**config.mk**
```make
export PLATFORM = sky130hd
export DESIGN_NAME = hcf_arbiter_ctrl_flat
export DESIGN_NICKNAME = d
export VERILOG_FILES = /design/src/rtl/hcf_arbiter_ctrl_if.sv /design/src/rtl/hcf_arbiter_ctrl.sv /design/src/flat_wrapper.sv
export SDC_FILE = /design/constraint.sdc
export NUM_CORES = 1
export LEC_CHECK = 0
export BUFFER_PORTS_ARGS = -buffer_cell sky130_fd_sc_hd__buf_2
export CORE_ASPECT_RATIO = 1.75
export CORE_MARGIN = 10
export CORE_UTILIZATION = 58
export CTS_CLUSTER_DIAMETER = 100
export DETAILED_ROUTE_END_ITERATION = 12
export GPL_TIMING_DRIVEN = 0
export HOLD_SLACK_MARGIN = 0.08
export PLACE_DENSITY = 0.89
export RECOVER_POWER = 25
export SLEW_MARGIN = 20
export SYNTH_ARGS = -nofsm -noshare
export SYNTH_HDL_FRONTEND = slang
export SYNTH_SLANG_ARGS = --single-unit
```
**constraint.sdc**
```tcl
create_clock -name clk -period 7.6 [get_ports clk]
set_input_delay 0.76 -clock clk [delete_from_list [all_inputs] [get_ports clk]]
set_output_delay 0.76 -clock clk [all_outputs]
set_load 0.02 [all_outputs]
```
**src/rtl/hcf_arbiter_ctrl_if.sv**
```systemverilog
// hcf_arbiter_ctrl_if: request/operand and tagged-result bundle between HCF clients and the shared engine.
interface hcf_arbiter_ctrl_if #(
    parameter int W    = 8,
    parameter int NREQ = 4,
    parameter int IDW  = 2
);
    logic [NREQ-1:0]   req;
    logic [NREQ*W-1:0] a_in;
    logic [NREQ*W-1:0] b_in;
    logic [NREQ-1:0]   ack;
    logic              res_valid;
    logic              res_ready;
    logic [IDW-1:0]    res_id;
    logic [W-1:0]      hcf_out;
    logic              busy;
    modport master (
        output req, a_in, b_in, res_ready,
        input  ack, res_valid, res_id, hcf_out, busy
    );
    modport slave (
        input  req, a_in, b_in, res_ready,
        output ack, res_valid, res_id, hcf_out, busy
    );
endinterface

```
**src/rtl/hcf_arbiter_ctrl.sv**
```systemverilog
// hcf_arbiter_ctrl: round-robin arbitrated, one-subtraction-per-cycle HCF engine shared by NREQ clients.
module hcf_arbiter_ctrl #(
    parameter int W    = 8,
    parameter int NREQ = 4,
    parameter int IDW  = 2
) (
    input logic              clk,
    input logic              rst,
    hcf_arbiter_ctrl_if.slave bus
);
    typedef enum logic [1:0] {IDLE, RUN, DONE} state_t;
    state_t          state_q, state_d;
    logic [IDW-1:0]  ptr_q, ptr_d;
    logic [IDW-1:0]  id_q, id_d;
    logic [IDW-1:0]  res_id_q, res_id_d;
    logic [W-1:0]    x_q, x_d;
    logic [W-1:0]    y_q, y_d;
    logic [W-1:0]    hcf_q, hcf_d;
    logic [NREQ-1:0] ack_q, ack_d;
    logic            res_valid_q, res_valid_d;
    logic            found;
    logic [IDW-1:0]  gnt;
    logic [IDW:0]    idx;
    logic [W-1:0]    a_sel, b_sel;

    // Rotating-priority search starting at ptr; idx is one bit wider so the wrap works for any NREQ.
    always_comb begin
        found = 1'b0;
        gnt   = '0;
        idx   = '0;
        for (int k = 0; k < NREQ; k++) begin
            idx = (IDW+1)'(ptr_q) + (IDW+1)'(k);
            idx = (idx >= (IDW+1)'(NREQ)) ? idx - (IDW+1)'(NREQ) : idx;
            if (!found && bus.req[IDW'(idx)]) begin
                found = 1'b1;
                gnt   = IDW'(idx);
            end
        end
    end

    assign a_sel = bus.a_in[gnt*W +: W];
    assign b_sel = bus.b_in[gnt*W +: W];

    always_comb begin
        state_d     = state_q;
        ptr_d       = ptr_q;
        id_d        = id_q;
        res_id_d    = res_id_q;
        x_d         = x_q;
        y_d         = y_q;
        hcf_d       = hcf_q;
        ack_d       = '0;
        res_valid_d = res_valid_q;
        if (state_q == IDLE) begin
            if (found) begin
                state_d = RUN;
                id_d    = gnt;
                ptr_d   = (gnt == IDW'(NREQ-1)) ? '0 : gnt + IDW'(1);
                // A zero operand collapses the job to the other operand, so RUN finishes at once.
                x_d     = (a_sel == '0) ? b_sel : a_sel;
                y_d     = (b_sel == '0) ? a_sel : b_sel;
                ack_d   = NREQ'(1) << gnt;
            end
        end else if (state_q == RUN) begin
            if (x_q > y_q) begin
                x_d = x_q - y_q;
            end else if (y_q > x_q) begin
                y_d = y_q - x_q;
            end else begin
                state_d     = DONE;
                hcf_d       = x_q;
                res_id_d    = id_q;
                res_valid_d = 1'b1;
            end
        end else if (bus.res_ready) begin
            state_d     = IDLE;
            res_valid_d = 1'b0;
        end
    end

    always_ff @(posedge clk or posedge rst) begin
        if (rst) begin
            state_q     <= IDLE;
            ptr_q       <= '0;
            id_q        <= '0;
            res_id_q    <= '0;
            x_q         <= '0;
            y_q         <= '0;
            hcf_q       <= '0;
            ack_q       <= '0;
            res_valid_q <= 1'b0;
        end else begin
            state_q     <= state_d;
            ptr_q       <= ptr_d;
            id_q        <= id_d;
            res_id_q    <= res_id_d;
            x_q         <= x_d;
            y_q         <= y_d;
            hcf_q       <= hcf_d;
            ack_q       <= ack_d;
            res_valid_q <= res_valid_d;
        end
    end

    assign bus.ack       = ack_q;
    assign bus.res_valid = res_valid_q;
    assign bus.res_id    = res_id_q;
    assign bus.hcf_out   = hcf_q;
    assign bus.busy      = (state_q != IDLE);
endmodule

```
**src/flat_wrapper.sv**
```systemverilog
// flat-port wrapper written by rule: the top's interface ports become plain ports
module hcf_arbiter_ctrl_flat 
#(
    parameter int W    = 8,
    parameter int NREQ = 4,
    parameter int IDW  = 2
)
  (clk, rst, bus_req, bus_a_in, bus_b_in, bus_res_ready, bus_ack, bus_res_valid, bus_res_id, bus_hcf_out, bus_busy);
  hcf_arbiter_ctrl_if #(.W(W), .NREQ(NREQ), .IDW(IDW)) bus_i ();
  input logic clk;
  input logic rst;
  input wire logic [$bits(bus_i.req)-1:0] bus_req;
  input wire logic [$bits(bus_i.a_in)-1:0] bus_a_in;
  input wire logic [$bits(bus_i.b_in)-1:0] bus_b_in;
  input wire logic [$bits(bus_i.res_ready)-1:0] bus_res_ready;
  output wire logic [$bits(bus_i.ack)-1:0] bus_ack;
  output wire logic [$bits(bus_i.res_valid)-1:0] bus_res_valid;
  output wire logic [$bits(bus_i.res_id)-1:0] bus_res_id;
  output wire logic [$bits(bus_i.hcf_out)-1:0] bus_hcf_out;
  output wire logic [$bits(bus_i.busy)-1:0] bus_busy;
  assign bus_i.req = bus_req;
  assign bus_i.a_in = bus_a_in;
  assign bus_i.b_in = bus_b_in;
  assign bus_i.res_ready = bus_res_ready;
  assign bus_ack = bus_i.ack;
  assign bus_res_valid = bus_i.res_valid;
  assign bus_res_id = bus_i.res_id;
  assign bus_hcf_out = bus_i.hcf_out;
  assign bus_busy = bus_i.busy;
  hcf_arbiter_ctrl #(.W(W), .NREQ(NREQ), .IDW(IDW)) u_core (.clk(clk), .rst(rst), .bus(bus_i));
endmodule
```
After elaboration in Yosys (flattened, before gate mapping). Cells that the tools add are included.

Flip-flop bits (word level): 37. Latch bits: 0. RAM bits: 0. Memory bits (read-only): 0. Input bits: 71. Output and inout bits: 16. Logic and storage cells: 108. Memories: 0.

Add/sub/neg operators: 10. Multipliers: 0. Div/mod/pow operators: 0. $lt $le $gt $ge: 10. Equal/unequal tests: 8. Shift-type cells: 3. Multiplexer cells: 44. Bitwise operators: 3. Reductions and logical operators: 21.

Operators by type and width (number): 2-to-1 mux 8 bit (11); variable part select 32 x 6 -> 8 bit (2); 2-to-1 mux 2 bit (15); greater-than comparator 8 bit (2); logical NOT 8 bit (2); AND reduction 4 bit (4); subtractor 8 bit (2); < comparator 2 x 3 -> 1 bit (second input constant) (4); 2-to-1 mux 1 bit (12); nonzero test 2 bit (5); >= comparator 3 bit (second input constant) (3); binary-select mux 1 bit (select 2 bit) (4); 2-to-1 mux 4 bit (2); subtractor 2 x 1 -> 2 bit (second input constant) (4); adder 2 x 2 -> 3 bit (second input constant) (2); != test 3 x 2 -> 1 bit (second input constant) (2); != test 2 x 1 -> 1 bit (second input constant) (2); != test 2 bit (second input constant) (2); left shift 1 x 2 -> 4 bit (first input constant) (1); adder 2 x 1 -> 3 bit (second input constant) (1); >= comparator 2 x 3 -> 1 bit (second input constant) (1); logical AND 1 bit (3); logical NOT 1 bit (3); inverter 1 bit (3); other kinds (7) (7).

Longest topological paths before layout.
Word-level depth: 19. Gate-level depth with buffers: 12. Gate-level depth less buffers: 11.

Worst setup path after synthesis. No wires, ideal clock.

Path kind: input-to-reg. From: in bus_req[2]. To: reg u_core.y_q[3]. Setup time: 0.094 ns. Arrival time: 3.001 ns. Data required time: 7.506 ns. Setup slack: 4.505 ns. Cell stages on the path: 10. Buffers on the path: 1. Cell sequence: nor2b_4 a21o_1 a211oi_4 inv_4 buf_6 a211oi_2 o22ai_1 or4_4 and2_4 a221oi_2.

Cells in the longest elaborated chain, start to end: 17. Elaborated cells between the ends (all ways): 30. Those cells by class: eq/ne: 1; shift: 2; mux: 19; reduce/logical: 8.

Ends and longest elaborated chain: start, declared (line flat_wrapper.sv:12) `input wire logic [$bits(bus_i.req)-1:0] bus_req;`; binary-select mux 1 bit (select 2 bit) (line hcf_arbiter_ctrl.sv:34) `if (!found && bus.req[IDW'(idx)]) begin`; 2-to-1 mux 1 bit (implied by the code) (line hcf_arbiter_ctrl.sv:34); 2-to-1 mux 1 bit (line hcf_arbiter_ctrl.sv:34); logical NOT 1 bit (line hcf_arbiter_ctrl.sv:34); logical AND 1 bit (line hcf_arbiter_ctrl.sv:34); 2-to-1 mux 1 bit (line hcf_arbiter_ctrl.sv:34); logical NOT 1 bit (line hcf_arbiter_ctrl.sv:34); logical AND 1 bit (line hcf_arbiter_ctrl.sv:34); 2-to-1 mux 1 bit (line hcf_arbiter_ctrl.sv:34); logical NOT 1 bit (line hcf_arbiter_ctrl.sv:34); logical AND 1 bit (line hcf_arbiter_ctrl.sv:34); 2-to-1 mux 2 bit (line hcf_arbiter_ctrl.sv:34); variable part select 32 x 6 -> 8 bit (line hcf_arbiter_ctrl.sv:42) `assign b_sel = bus.b_in[gnt*W +: W];`; logical NOT 8 bit (line hcf_arbiter_ctrl.sv:61) `y_d = (b_sel == '0) ? a_sel : b_sel;`; 2-to-1 mux 8 bit (line hcf_arbiter_ctrl.sv:61); 2-to-1 mux 8 bit (line hcf_arbiter_ctrl.sv:55) `if (found) begin`; 2-to-1 mux 8 bit (line hcf_arbiter_ctrl.sv:54) `if (state_q == IDLE) begin`; end signal, assigned (line hcf_arbiter_ctrl.sv:98) `y_q <= y_d;`; end, declared (line hcf_arbiter_ctrl.sv:17) `logic [W-1:0] y_q, y_d;`.

Several ways; a longest one is shown, not always the timed one. The select of a mux whose other input is x is not followed. A chain may end at the register's enable or synchronous reset.

Final worst setup path.
From: in bus_req[2]. To: reg u_core.x_q[0].

Cells in the longest elaborated chain, start to end: 17. Elaborated cells between the ends (all ways): 30. Those cells by class: eq/ne: 1; shift: 2; mux: 19; reduce/logical: 8.

Ends and longest elaborated chain: binary-select mux 1 bit (select 2 bit) (line hcf_arbiter_ctrl.sv:34); 2-to-1 mux 1 bit (implied by the code) (line hcf_arbiter_ctrl.sv:34); 2-to-1 mux 1 bit (line hcf_arbiter_ctrl.sv:34); logical NOT 1 bit (line hcf_arbiter_ctrl.sv:34); logical AND 1 bit (line hcf_arbiter_ctrl.sv:34); 2-to-1 mux 1 bit (line hcf_arbiter_ctrl.sv:34); logical NOT 1 bit (line hcf_arbiter_ctrl.sv:34); logical AND 1 bit (line hcf_arbiter_ctrl.sv:34); 2-to-1 mux 1 bit (line hcf_arbiter_ctrl.sv:34); logical NOT 1 bit (line hcf_arbiter_ctrl.sv:34); logical AND 1 bit (line hcf_arbiter_ctrl.sv:34); 2-to-1 mux 2 bit (line hcf_arbiter_ctrl.sv:34); variable part select 32 x 6 -> 8 bit (line hcf_arbiter_ctrl.sv:41) `assign a_sel = bus.a_in[gnt*W +: W];`; logical NOT 8 bit (line hcf_arbiter_ctrl.sv:60) `x_d = (a_sel == '0) ? b_sel : a_sel;`; 2-to-1 mux 8 bit (line hcf_arbiter_ctrl.sv:60); 2-to-1 mux 8 bit (line hcf_arbiter_ctrl.sv:55); 2-to-1 mux 8 bit (line hcf_arbiter_ctrl.sv:54); end signal, assigned (line hcf_arbiter_ctrl.sv:87) `x_q <= '0;`; end signal, assigned (line hcf_arbiter_ctrl.sv:97) `x_q <= x_d;`; end, declared (line hcf_arbiter_ctrl.sv:16) `logic [W-1:0] x_q, x_d;`.

Several ways; a longest one is shown, not always the timed one. The select of a mux whose other input is x is not followed.

==> impl_metrics.py <==
metrics = {
    "worst_setup_path": {
        "critical_path.top_delay_family": "compound AO/OA/AOI/OAI gates",
        "cp-start-kind": "input pin",
        "cpPeakStageDelay_ps": 550,
        "worstPathArrival_ps": 3620,
        "rrSetupSlack_ps": 4350,
        "crit_type": "in -> reg",
        "crit_required_ps": 7840,
        "cp_max_fo": 10,
        "timing.rr.end": "u_core.y_q[3]$_DFFE_PP0P_",
        "crit_chain": "buf_2, nor2b_4, a21o_1, a211oi_4, inv_4, a211oi_1, o22ai_1, or4_1, clkbuf_1, nor3_1, o221a_1",
        "crit_start": "bus_req[2]",
        "crit_end": "u_core.x_q[0]$_DFFE_PP0P_",
        "cp-end-kind": "register",
        "path_buf_inv": 3,
        "reg2reg_depth": 9,
        "worst-path-stages": 11,
        "worstReg2RegStart": "u_core.ptr_q[0]$_DFFE_PP0P_",
        "cp_slowest_cell": "a211oi_4",
    },
    "finish": {
        "final_nets": 557,
        "num_antenna_cells": 0,
        "fillers": 422,
        "area_growth_pct": 20.1,
        "stdcell_area_um2": 3810,
        "drive_gt1_frac": 0.280,
    },
    "power": {
        "powerDensity_nw_per_um2": 517,
        "peakVddDrop_mv": 0.230,
        "leakagePower_uw": 0.00178,
        "p_total_uw": 1970,
    },
    "detailed_routing": {
        "drt_wl_total_um": 9800,
        "routed_via_density": 6.04,
        "dr.pass1.iters": 8,
        "vias": 3254,
        "remaining_drc_errors": 0,
        "drt_iter0_drc": 228,
        "wire_per_inst_um": 18.2,
        "drt.antenna.violating_nets": 0,
    },
    "sta": {
        "fin_ws_ps": 4220,
        "max_freq_mhz": 296,
        "finalCriticalPeriod_ps": 3380,
        "finalSetupTns_ps": 0,
        "skew_ps": 11.6,
        "finalSetupViolCount": 0,
        "relSlewSlack": 0.0928,
        "hold_viol": 0,
        "period_share": 0.445,
        "worst_slew_pin_slew_ps": 1360,
        "rsz0062_at_grt": "no",
        "slew_violations": 0,
    },
    "floorplanning": {
        "start_util": 0.600,
        "fp-row-count": 35,
        "num_io_pins": 87,
        "die-area_um2": 8950,
        "die_w_um": 75.9,
        "die_h_um": 118,
        "core-area_um2": 5300,
    },
    "synthesis": {
        "synth_top_cell_by_area": "dfrtp_1",
        "async_reset_ff_frac": 1.00,
        "ys_top_cells_by_count": "dfrtp_1 (37), nor3b_1 (32), a211oi_1 (29)",
        "synth_seq_cells": 37,
        "yosys_warnings": 0,
        "synth_edf_count": 0,
        "ys_seq_area_frac": 0.291,
        "synth.most_common_cell": "dfrtp_1",
        "yosysTopAreaCellShare": 0.291,
        "syn_avg_cell_area_um2": 8.56,
        "yosys_most_used_dff": "dfrtp_1",
        "synth_nets": 464,
        "yosys-top-cells-area": "dfrtp_1 (29%), ha_1 (7.9%), nor3b_1 (7.6%)",
        "netlist_area_um2": 3180,
        "netlist_instances": 371,
        "yosysUniqueCellTypes": 53,
    },
    "global_routing": {
        "grt_pass1_wl_um": 16500,
        "overflow": 0,
        "grtUsageTotal": 0.218,
        "grt_pass1_vias": 3652,
        "antenna_found_initial": 0,
        "grt_max_degree": 38,
    },
    "clock_network": {
        "cts_hold_buffers": 0,
        "cts-htree-levels": 2,
        "insertion_delay_ps": 300,
        "postCtsSetupRepairBufs": 0,
        "cts_tree": "built",
        "clk_pin_slew_ps": 90,
        "cts_sinks": 37,
        "post_cts_resized": 0,
        "cts_made_buffers": 5,
        "root_buffer": "clkbuf_8",
        "cts_buffer_depth": 2,
    },
    "place": {
        "dp_slack_ps": 3970,
        "dp.final_hpwl_um": 8010,
        "place_congestion": 0.897,
        "place_area_um2": 3700,
        "portBuffers": 86,
    },
    "worst_hold_path": {
        "hold_class": "reg -> reg",
    },
    "outcome": {
        "status": "finished, final reports clean",
    },
    "flow_run": {
        "maxCapViolations": 0,
    },
}
==> state kept, by name, summed over array words and instances, names as in the netlist <==
| register | cells |
|---|---|
| u_core.state_q | 2 |
| u_core.bus.res_valid | 1 |
| u_core.bus.ack | 4 |
| u_core.id_q | 2 |
| u_core.ptr_q | 2 |
| u_core.bus.hcf_out | 8 |
| u_core.x_q | 8 |
| u_core.bus.res_id | 2 |
| u_core.y_q | 8 |
==> through the flow <==
stage / hold WS, ps / instances / util
6_report: 474 / 539 / 0.720
5_1_grt: 525 / 539 / 0.720
4_1_cts: 482 / 539 / 0.720
3_5_place_dp: 465 / 531 / 0.698
3_3_place_gp: 453 / 531 / 0.698
2_1_floorplan: 443 / 371 / -
==> where the power goes <==
part	switching, uW	internal [uW]
Clock	77.8	98.2
Sequential	69.7	299
Combinational	865	563
==> worst reg2reg max path, cell delays in order (launching register included) <==
cell and delay [ps]:
dfrtp_1 440, nand2b_1 190, a21oi_1 410, clkbuf_1 470, nor3b_1 120, a211oi_1 370
o22ai_1 190, or4_4 490, and2_4 220, a221oi_2 270
==> worst min-delay path by stage <==
stage                                           start                           endpoint  slack (ps)  cells past startpoint
finish              u_core.bus.hcf_out[3]$_DFFE_PP0P_  u_core.bus.hcf_out[3]$_DFFE_PP0P_         470                      2
global placement     u_core.bus.res_valid$_DFFE_PP0P_   u_core.bus.res_valid$_DFFE_PP0P_         450                      2
global route        u_core.bus.hcf_out[3]$_DFFE_PP0P_  u_core.bus.hcf_out[3]$_DFFE_PP0P_         520                      2
floorplan                  u_core.id_q[0]$_DFFE_PP0P_         u_core.id_q[0]$_DFFE_PP0P_         440                      2
CTS                 u_core.bus.hcf_out[2]$_DFFE_PP0P_  u_core.bus.hcf_out[2]$_DFFE_PP0P_         480                      2
detailed placement  u_core.bus.hcf_out[3]$_DFFE_PP0P_  u_core.bus.hcf_out[3]$_DFFE_PP0P_         460                      2
==> cell type report <==
class	instances	area, um2	area share
inverter	26	100	0.0262
clock inverter	3	46.3	0.0121
timing repair buffer	86	430	0.113
multi-input combinational	284	2030	0.533
sequential	37	926	0.243
buffer	24	116	0.0305
clock buffer	5	68.8	0.0180
tap	74	92.6	0.0243
==> cell families after synthesis <==
| group | Yosys count | share of synthesized area |
|---|---|---|
| mux | 2 | 0.00709 |
| compound gates | 121 | 0.280 |
| simple gates | 127 | 0.229 |
| fa+ha+maj | 22 | 0.0914 |
| flops | 37 | 0.291 |
| xor+xnor | 12 | 0.0331 |
| buf+inv | 50 | 0.0681 |
==> placed cells by master (no fill, tap or decap), types with 7 or more instances in the layout <==
cell type	synthesis	routed
inv_1	25	25
a21oi_1	20	20
clkbuf_1	15	15
a211oi_1	29	29
or2_2	11	11
nand2_1	24	24
nor3b_1	32	32
buf_2	5	91
nor2b_1	7	7
ha_1	20	20
nand3_1	9	9
o22ai_1	8	8
o21ai_0	20	20
o211ai_1	8	8
dfrtp_1	37	37
nor2_1	19	19
==> per-layer routing <==
metal	global-route usage	vias up	wire, um
met4	0.140	0	446
met3	0.0474	45	604
met1	0.207	1497	3630
met5	0	-	0
met2	0.403	168	5120
li1	-	1544	-
No activity file was read; power rests on OpenSTA's default activity.
